`src/rtl/mem_access_stage.sv`:
```
// Memory-access pipeline stage: one registered slot toward writeback, loads/stores run a
// req/gnt + rvalid bus transaction with lane steering and sign/zero extension.
module mem_access_stage #(
  parameter int unsigned GNT_TIMEOUT = 0
) (
  input  logic        clk,
  input  logic        rstn_i,
  input  logic        flush_i,
  input  logic        halt_i,
  input  logic        valid_i,
  output logic        ack_o,
  input  logic [31:0] instr_i,
  input  logic [31:0] pc_i,
  input  logic [31:0] result_i,
  input  logic [31:0] rs2_i,
  input  logic        branch_i,
  output logic        mem_req_o,
  output logic        mem_we_o,
  output logic [31:0] mem_addr_o,
  output logic [3:0]  mem_be_o,
  output logic [31:0] mem_wdata_o,
  input  logic        mem_gnt_i,
  input  logic        mem_rvalid_i,
  input  logic [31:0] mem_rdata_i,
  input  logic        ack_i,
  output logic        valid_o,
  output logic [31:0] instr_o,
  output logic [31:0] pc_o,
  output logic [31:0] result_o,
  output logic        branch_o,
  output logic        misalign_o,
  output logic        bus_err_o
);

  localparam logic [6:0]  OP_LOAD  = 7'b0000011;
  localparam logic [6:0]  OP_STORE = 7'b0100011;
  localparam logic [31:0] TO_LAST  = (GNT_TIMEOUT == 0) ? 32'd0 : 32'(GNT_TIMEOUT - 1);

  typedef enum logic [2:0] {S_IDLE, S_REQ, S_WAIT, S_HOLD, S_DRAIN} state_t;

  state_t      r_state;
  logic        r_valid, r_branch, r_misalign, r_bus_err;
  logic [31:0] r_instr, r_pc, r_result, r_rdata, r_tcnt;
  logic        r_mem_req, r_mem_we;
  logic [31:0] r_mem_addr, r_mem_wdata;
  logic [3:0]  r_mem_be;

  logic        w_is_load, w_is_store, w_misalign, w_mem_op, w_timeout;
  logic [2:0]  w_f3;
  logic [3:0]  w_be;
  logic [31:0] w_wdata, w_rdata, w_load_val, w_fill_result;
  logic [7:0]  w_byte;
  logic [15:0] w_half;

  assign w_f3       = instr_i[14:12];
  assign w_is_load  = (instr_i[6:0] == OP_LOAD);
  assign w_is_store = (instr_i[6:0] == OP_STORE);
  assign w_misalign = (w_is_load || w_is_store) &&
                      (((w_f3[1:0] == 2'b01) && result_i[0]) ||
                       (w_f3[1] && (result_i[1:0] != 2'b00)));
  assign w_mem_op   = (w_is_load || w_is_store) && !w_misalign;
  assign ack_o      = valid_i && (!r_valid || ack_i) && (r_state == S_IDLE) && !halt_i && !flush_i;
  assign w_timeout  = (GNT_TIMEOUT != 0) && !mem_gnt_i && (r_tcnt == TO_LAST);

  always_comb begin
    w_be    = 4'b1111;
    w_wdata = rs2_i;
    case (w_f3[1:0])
      2'b00: begin
        w_be    = 4'b0001 << result_i[1:0];
        w_wdata = {4{rs2_i[7:0]}};
      end
      2'b01: begin
        w_be    = result_i[1] ? 4'b1100 : 4'b0011;
        w_wdata = {2{rs2_i[15:0]}};
      end
      default: ;
    endcase
  end

  // A halted response is parked in r_rdata; lane select uses the captured address.
  assign w_rdata = (r_state == S_HOLD) ? r_rdata : mem_rdata_i;
  assign w_byte  = w_rdata[{r_result[1:0], 3'b000} +: 8];
  assign w_half  = r_result[1] ? w_rdata[31:16] : w_rdata[15:0];

  always_comb begin
    w_load_val = w_rdata;
    case (r_instr[14:12])
      3'b000:  w_load_val = {{24{w_byte[7]}}, w_byte};
      3'b001:  w_load_val = {{16{w_half[15]}}, w_half};
      3'b100:  w_load_val = {24'd0, w_byte};
      3'b101:  w_load_val = {16'd0, w_half};
      default: w_load_val = w_rdata;
    endcase
  end

  assign w_fill_result = ((r_instr[6:0] == OP_LOAD) && !r_bus_err) ? w_load_val : r_result;

  always_ff @(posedge clk or negedge rstn_i) begin
    if (!rstn_i) begin
      r_state     <= S_IDLE;
      r_valid     <= 1'b0;
      r_branch    <= 1'b0;
      r_misalign  <= 1'b0;
      r_bus_err   <= 1'b0;
      r_instr     <= '0;
      r_pc        <= '0;
      r_result    <= '0;
      r_rdata     <= '0;
      r_tcnt      <= '0;
      r_mem_req   <= 1'b0;
      r_mem_we    <= 1'b0;
      r_mem_addr  <= '0;
      r_mem_be    <= '0;
      r_mem_wdata <= '0;
    end else begin
      if (ack_i) r_valid <= 1'b0;
      if (flush_i) begin
        r_valid  <= 1'b0;
        r_branch <= 1'b0;
      end
      case (r_state)
        S_IDLE: begin
          if (ack_o) begin
            r_instr    <= instr_i;
            r_pc       <= pc_i;
            r_result   <= result_i;
            r_branch   <= branch_i;
            r_misalign <= w_misalign;
            r_bus_err  <= 1'b0;
            if (w_mem_op) begin
              r_state     <= S_REQ;
              r_mem_req   <= 1'b1;
              r_mem_we    <= w_is_store;
              r_mem_addr  <= {result_i[31:2], 2'b00};
              r_mem_be    <= w_be;
              r_mem_wdata <= w_wdata;
              r_tcnt      <= '0;
            end else begin
              r_valid <= 1'b1;
            end
          end
        end
        S_REQ: begin
          if (flush_i) begin
            r_mem_req <= 1'b0;
            r_state   <= mem_gnt_i ? S_DRAIN : S_IDLE;
          end else if (mem_gnt_i) begin
            r_mem_req <= 1'b0;
            r_state   <= S_WAIT;
          end else if (w_timeout) begin
            r_mem_req <= 1'b0;
            r_bus_err <= 1'b1;
            if (halt_i) begin
              r_state <= S_HOLD;
            end else begin
              r_valid <= 1'b1;
              r_state <= S_IDLE;
            end
          end else begin
            r_tcnt <= r_tcnt + 32'd1;
          end
        end
        S_WAIT: begin
          if (mem_rvalid_i) begin
            if (flush_i) begin
              r_state <= S_IDLE;
            end else if (halt_i) begin
              r_rdata <= mem_rdata_i;
              r_state <= S_HOLD;
            end else begin
              r_valid  <= 1'b1;
              r_result <= w_fill_result;
              r_state  <= S_IDLE;
            end
          end else if (flush_i) begin
            r_state <= S_DRAIN;
          end
        end
        S_HOLD: begin
          if (flush_i) begin
            r_state <= S_IDLE;
          end else if (!halt_i) begin
            r_valid  <= 1'b1;
            r_result <= w_fill_result;
            r_state  <= S_IDLE;
          end
        end
        S_DRAIN: begin
          if (mem_rvalid_i) r_state <= S_IDLE;
        end
        default: r_state <= S_IDLE;
      endcase
    end
  end

  assign valid_o     = r_valid && !flush_i;
  assign instr_o     = r_instr;
  assign pc_o        = r_pc;
  assign result_o    = r_result;
  assign branch_o    = r_branch;
  assign misalign_o  = r_misalign;
  assign bus_err_o   = r_bus_err;
  assign mem_req_o   = r_mem_req;
  assign mem_we_o    = r_mem_we;
  assign mem_addr_o  = r_mem_addr;
  assign mem_be_o    = r_mem_be;
  assign mem_wdata_o = r_mem_wdata;

endmodule

```
`config.mk`:
```
export PLATFORM = sky130hd
export DESIGN_NAME = mem_access_stage
export DESIGN_NICKNAME = d
export VERILOG_FILES = /design/src/rtl/mem_access_stage.sv
export SDC_FILE = /design/constraint.sdc
export NUM_CORES = 1
export LEC_CHECK = 0
export ABC_AREA = 1
export BUFFER_PORTS_ARGS = -buffer_cell sky130_fd_sc_hd__buf_2
export CAP_MARGIN = 40
export CELL_PAD_IN_SITES_DETAIL_PLACEMENT = 2
export CELL_PAD_IN_SITES_GLOBAL_PLACEMENT = 2
export CORE_UTILIZATION = 29
export DETAILED_ROUTE_END_ITERATION = 8
export PLACE_DENSITY = 0.93
export REMOVE_ABC_BUFFERS = 1
export SLEW_MARGIN = 10
export SYNTH_ARGS = -nofsm -noshare
export SYNTH_HDL_FRONTEND = slang
export SYNTH_SLANG_ARGS = --single-unit
```
`constraint.sdc`:
```
create_clock -name clk -period 3.6 [get_ports clk]
set_input_delay 0.72 -clock clk [delete_from_list [all_inputs] [get_ports clk]]
set_output_delay 0.72 -clock clk [all_outputs]
set_load 0.05 [all_outputs]
```
* Word-level counts from Yosys, hierarchy flattened
Index checks and enable logic that the tools add are counted.
Storage, ports and cells: register bits after elaboration 202, input bits 169, output and inout port bits 171
Operators by class: equal/unequal tests 18, shift operators 2, multiplexer cells 41, bitwise logic cells 1, reduce and logical (&&, ||, !) cells 28
Operators with widths (count):
- $mux W32 | 6
- $pmux W32 S4 | 1
- $pmux W32 S3 | 1
- $pmux W32 S2 | 1
- $shiftx A32 B6 Y8 | 1
- $mux W3 | 10
- $mux W16 | 1
- $pmux W3 S5 | 1
- $eq A7 B2 Y1 const B | 2
- $mux W1 | 14
- $eq A3 B3 Y1 const B | 3
- $logic_and A1 B1 Y1 | 9
- $ne A3 B3 Y1 const B | 3
- $ne A2 B2 Y1 const B | 4
- $pmux W4 S2 | 1
- $reduce_and A4 Y1 | 2
- $eq A7 B6 Y1 const B | 1
- $eq A3 B1 Y1 const B | 2
- $eq A3 B2 Y1 const B | 2
- $logic_not A3 Y1 | 2
- $reduce_and A3 Y1 | 2
- $reduce_and A6 Y1 | 1
- $logic_not A1 Y1 | 4
- $mux W2 | 2
- 11 further kinds | 14

* Longest topological paths before layout
word-level depth 9, mapped depth 13, depth with buffers taken out 12

* Worst setup path after synthesis
OpenSTA, ideal clock, no wires.
kind input to output, start in flush_i, end out ack_o, data arrival time 1.798 ns, data required time 2.880 ns, path slack 1.082 ns, cell stages on the path 6, cell sequence inv_1 -> nand2_1 -> nor2_1 -> nand2_1 -> inv_2 -> clkbuf_1
Between the ends: cells in the longest elaborated chain, start to end 2
Ends and longest elaborated chain:
- start: declaration | RTL line 8 | input logic flush_i,
- $logic_not A1 Y1 | RTL line 62 | assign ack_o = valid_i && (!r_valid || ack_i) && (r_state == S_IDLE) && !halt_i && !flush_i;
- $logic_and A1 B1 Y1 | RTL line 62
- end: declaration | RTL line 11 | output logic ack_o,
No other way between the ends.

* Worst setup path after layout
start reg r_state[0], end reg r_result[27] (netlist: result_o[27])
Between the ends: cells in the longest elaborated chain, start to end 9, elaborated cells between the ends (all ways) 19, classes of those cells eq/ne (4); shift (1); mux (8); reduce/logical (6)
Ends and longest elaborated chain:
- start: declaration | RTL line 41 | state_t r_state;
- start signal: assignment | RTL line 147 | r_state <= mem_gnt_i ? S_DRAIN : S_IDLE;
- $eq A3 B2 Y1 | RTL line 82, 122
- $mux W32 | RTL line 82 | assign w_rdata = (r_state == S_HOLD) ? r_rdata : mem_rdata_i;
- $shiftx A32 B6 Y8 or $mux W16 (tied branches) | RTL line 83, 84
- $pmux W32 S4 | RTL line 88 | case (r_instr[14:12])
- $mux W32 | RTL line 97 | assign w_fill_result = ((r_instr[6:0] == OP_LOAD) && !r_bus_err) ? w_load_val : r_result;
- $mux W32 | RTL line 168, 183
- $mux W32 | RTL line 166 | if (flush_i) begin
- $mux W32 | RTL line 165 | if (mem_rvalid_i) begin
- $pmux W32 S3 | RTL line 122 | case (r_state)
- end signal: assignment | RTL line 127 | r_result <= result_i;
- end signal: assignment | RTL line 173 | r_result <= w_fill_result;
- end signal: assignment | RTL line 185 | r_result <= w_fill_result;
- end: declaration | RTL line 43 | logic [31:0] r_instr, r_pc, r_result, r_rdata, r_tcnt;
Parallel ways exist; a longest one is shown, timed or not. The select of a mux whose other input is x is not followed. A chain may end at the register's enable or synchronous reset.

==> results.json <==
{
  "synth_top_family_by_area": "simple AND/OR/NAND/NOR gates",
  "finalMaxSlewViolations": 0,
  "ys_warn_count": 0,
  "synth_xor_area_share_pct": 0,
  "power.total_uw": 12200,
  "ys_async_sr_fraction_pct": 100,
  "synthFlopType": "dfrtp_1",
  "rsz0062_at_grt": "false",
  "timing.max_cap.violations": 0,
  "start_util_pct": 29.4,
  "synth-seq-cells": 202,
  "synthSimpleGateAreaFrac_pct": 29.7,
  "clkSinkCount": 202,
  "synth_edf_count": 0,
  "synthDominantCellAreaShare_pct": 52.9,
  "die-width_um": 183,
  "hold_buffers": 0,
  "yosysSeqAreaShare_pct": 52.9,
  "synth-adder-area-share_pct": 0,
  "vdd_drop_max_v": 0.000648,
  "drtPass1Iterations": 5,
  "syn_area_sq_um": 9550,
  "synth.area.top_cells": "dfrtp_1 (53%), nand2_1 (22%), o21ai_0 (4.7%)",
  "crit_path_max_fanout": 13,
  "dieArea_sq_um": 33700,
  "drt_iter0_drc": 558,
  "power.density_nw_per_um2": 965,
  "cp_top_family": "simple AND/OR/NAND/NOR gates",
  "htree_levels": 1,
  "grt_max_degree": 70,
  "wl_per_cell_um": 23.1,
  "worst_slew_pin_slew_ns": 0.860,
  "hpwl_um": 30800,
  "crit_buf_inv": 1,
  "rows": 66,
  "wl_um": 47900,
  "synthMuxAreaShare_pct": 0,
  "io_buffers": 336,
  "grt_pass1_vias": 11900,
  "status": "completed",
  "synth_compound_area_share_pct": 10.3,
  "drc": 0,
  "clockBufferDepth": 3,
  "overflow": 0,
  "maxSlewHeadroom_pct": 42.3,
  "root_buffer": "clkbuf_16",
  "synth.distinct_cells": 25,
  "crit_chain": "nand3_1 -> nand2_1 -> nand3_1 -> nand2_1 -> nand2_1 -> nand3_1 -> buf_4 -> nand3_1 -> nand2_1 -> nand2_1",
  "setup_viol": 0,
  "fmax_mhz": 321,
  "core-area_sq_um": 32500,
  "place.gp.congestion": 0.849,
  "hold_viol": 0,
  "post_cts_resized": 0,
  "cts_tree": "built",
  "insertion_delay_ns": 0.56,
  "pin_count": 340,
  "synthCells": 1278,
  "critPathSlowestCell": "nand3_1",
  "r2r_cells": 10,
  "cp.required_ns": 4.04,
  "fp.dieH_um": 183,
  "cp_common_cell": "nand2_1",
  "synth_area_leader_cell": "dfrtp_1",
  "endpoint_kind": "flop",
  "syn_area_per_cell_sq_um": 7.47,
  "cp.depth": 10,
  "drive_gt1_share_pct": 25.7,
  "gr-usage-all-layers_pct": 27.3,
  "final.period_utilization_pct": 86.5,
  "crit_path_max_incr_delay_ns": 0.57,
  "clk_pin_slew_ns": 0.07,
  "vias": 10700,
  "post_cts_buffers": 0,
  "hp-class": "in2async",
  "final_core_util_pct": 38.9,
  "cp-start-kind": "flop",
  "ant_nets": 0,
  "layout.nets": 1759,
  "grt_first_pass_wirelength_um": 70600,
  "cp.arrival_ns": 3.55,
  "cts_buffers": 27,
  "worst-setup-path-type": "reg2reg",
  "rrSetupSlack_ns": 0.49,
  "fin_worst_skew_ns": 0.0284,
  "antenna_found_initial": 19,
  "syn_to_final_growth_pct": 32.1,
  "p_leak_uw": 0.00711,
  "viasPerCell": 5.16,
  "period_needed_ns": 3.11
}
## final timing paths
check / startpoint / to
worst max register to register: r_state[0] / result_o[27]
min in group clk: pc_i[2] / pc_o[2]
worst min-delay path: rstn_i / pc_o[8]
worst min register to register: pc_o[16] / pc_o[16]
worst max-delay path: r_state[0] / result_o[27]
max in group asynchronous: rstn_i / mem_wdata_o[22]
## flip-flops by register name, summed over array words and instances (netlist names)
register,count
instr_o,32
mem_wdata_o,32
pc_o,32
r_rdata,32
result_o,32
mem_addr_o,30
mem_be_o,4
r_state,3
branch_o,1
mem_req_o,1
mem_we_o,1
misalign_o,1
r_valid,1
## worst reg2reg max path, stage by stage (launching register included)
cell and delay [ns]:
dfrtp_1 0.56, nand3_1 0.58, nand2_1 0.34, nand3_1 0.15, nand2_1 0.10, nand2_1 0.09
nand3_1 0.53, buf_4 0.32, nand3_1 0.12, nand2_1 0.15, nand2_1 0.06
## placed cells by master, fill, tap and decap left out, types with 15 or more instances in the layout
cell type  instances
clkbuf_16         27
inv_1             81
o21ai_0           90
buf_4             16
nor2_1            75
dfrtp_1          202
nand2_1          562
buf_2            335
diode_2           19
a21oi_1           77
o21ai_1           15
nand3_1           65
## routing by layer
layer | global-route usage [%] | vias up | routed length [um]
li1 | - | 4649 | -
met1 | 30.5 | 5464 | 18200
met2 | 48.4 | 419 | 24500
met3 | 5.05 | 153 | 2410
met4 | 16.1 | 4 | 2740
met5 | 0 | - | 16
## report_power, final
part,leakage (uW),switching (uW),total [uW],internal [uW]
registers,0.00264,611,3650,3040
logic,0.00401,4360,5550,1190
clock network,0.000466,1170,2970,1800
total,0.00711,6140,12200,6030
## area by class of cell
class / instances / area (sq um)
fillers: 3738 / 19800
flip-flops and latches: 202 / 5050
multi-input cells: 917 / 3840
repair buffers: 353 / 1830
clock buffers: 33 / 728
well taps: 442 / 553
inverters: 89 / 334
clock inverters: 17 / 229
diodes: 19 / 47.5
## through the flow
step	instance area, sq um	hold slack (ns)	setup slack [ns]	TNS, ns	instances
floorplan	9220	0.424	-1.08	-54.02	1208
global placement	11600	0.457	0.979	0	2003
detailed placement	11600	0.460	0.677	0	2003
CTS	12600	0.194	0.589	0	2053
global route	12600	0.200	0.439	0	2068
finish	12600	0.146	0.487	0	2072
## cells by family (layout without fill, tap and decap cells)
family          count (synthesis)  after routing
simple gates                  721            721
flops                         202            202
compound gates                193            193
buf+inv                       161            492
other cells                     1             22
## cells in the mapped netlist (2+ instances only)
cell	count
buf_6	2
buf_2	26
nor2_1	76
clkinv_1	2
dfrtp_1	202
nand2_2	2
o21ai_1	15
nor3_1	5
a31oi_1	9
clkbuf_1	36
buf_4	6
nor2_2	2
o21ai_0	90
buf_1	2
a21oi_1	77
nand2_1	563
nand3_1	65
nand4_1	6
inv_2	6
inv_1	81
Power figures use the tool's default switching activity.
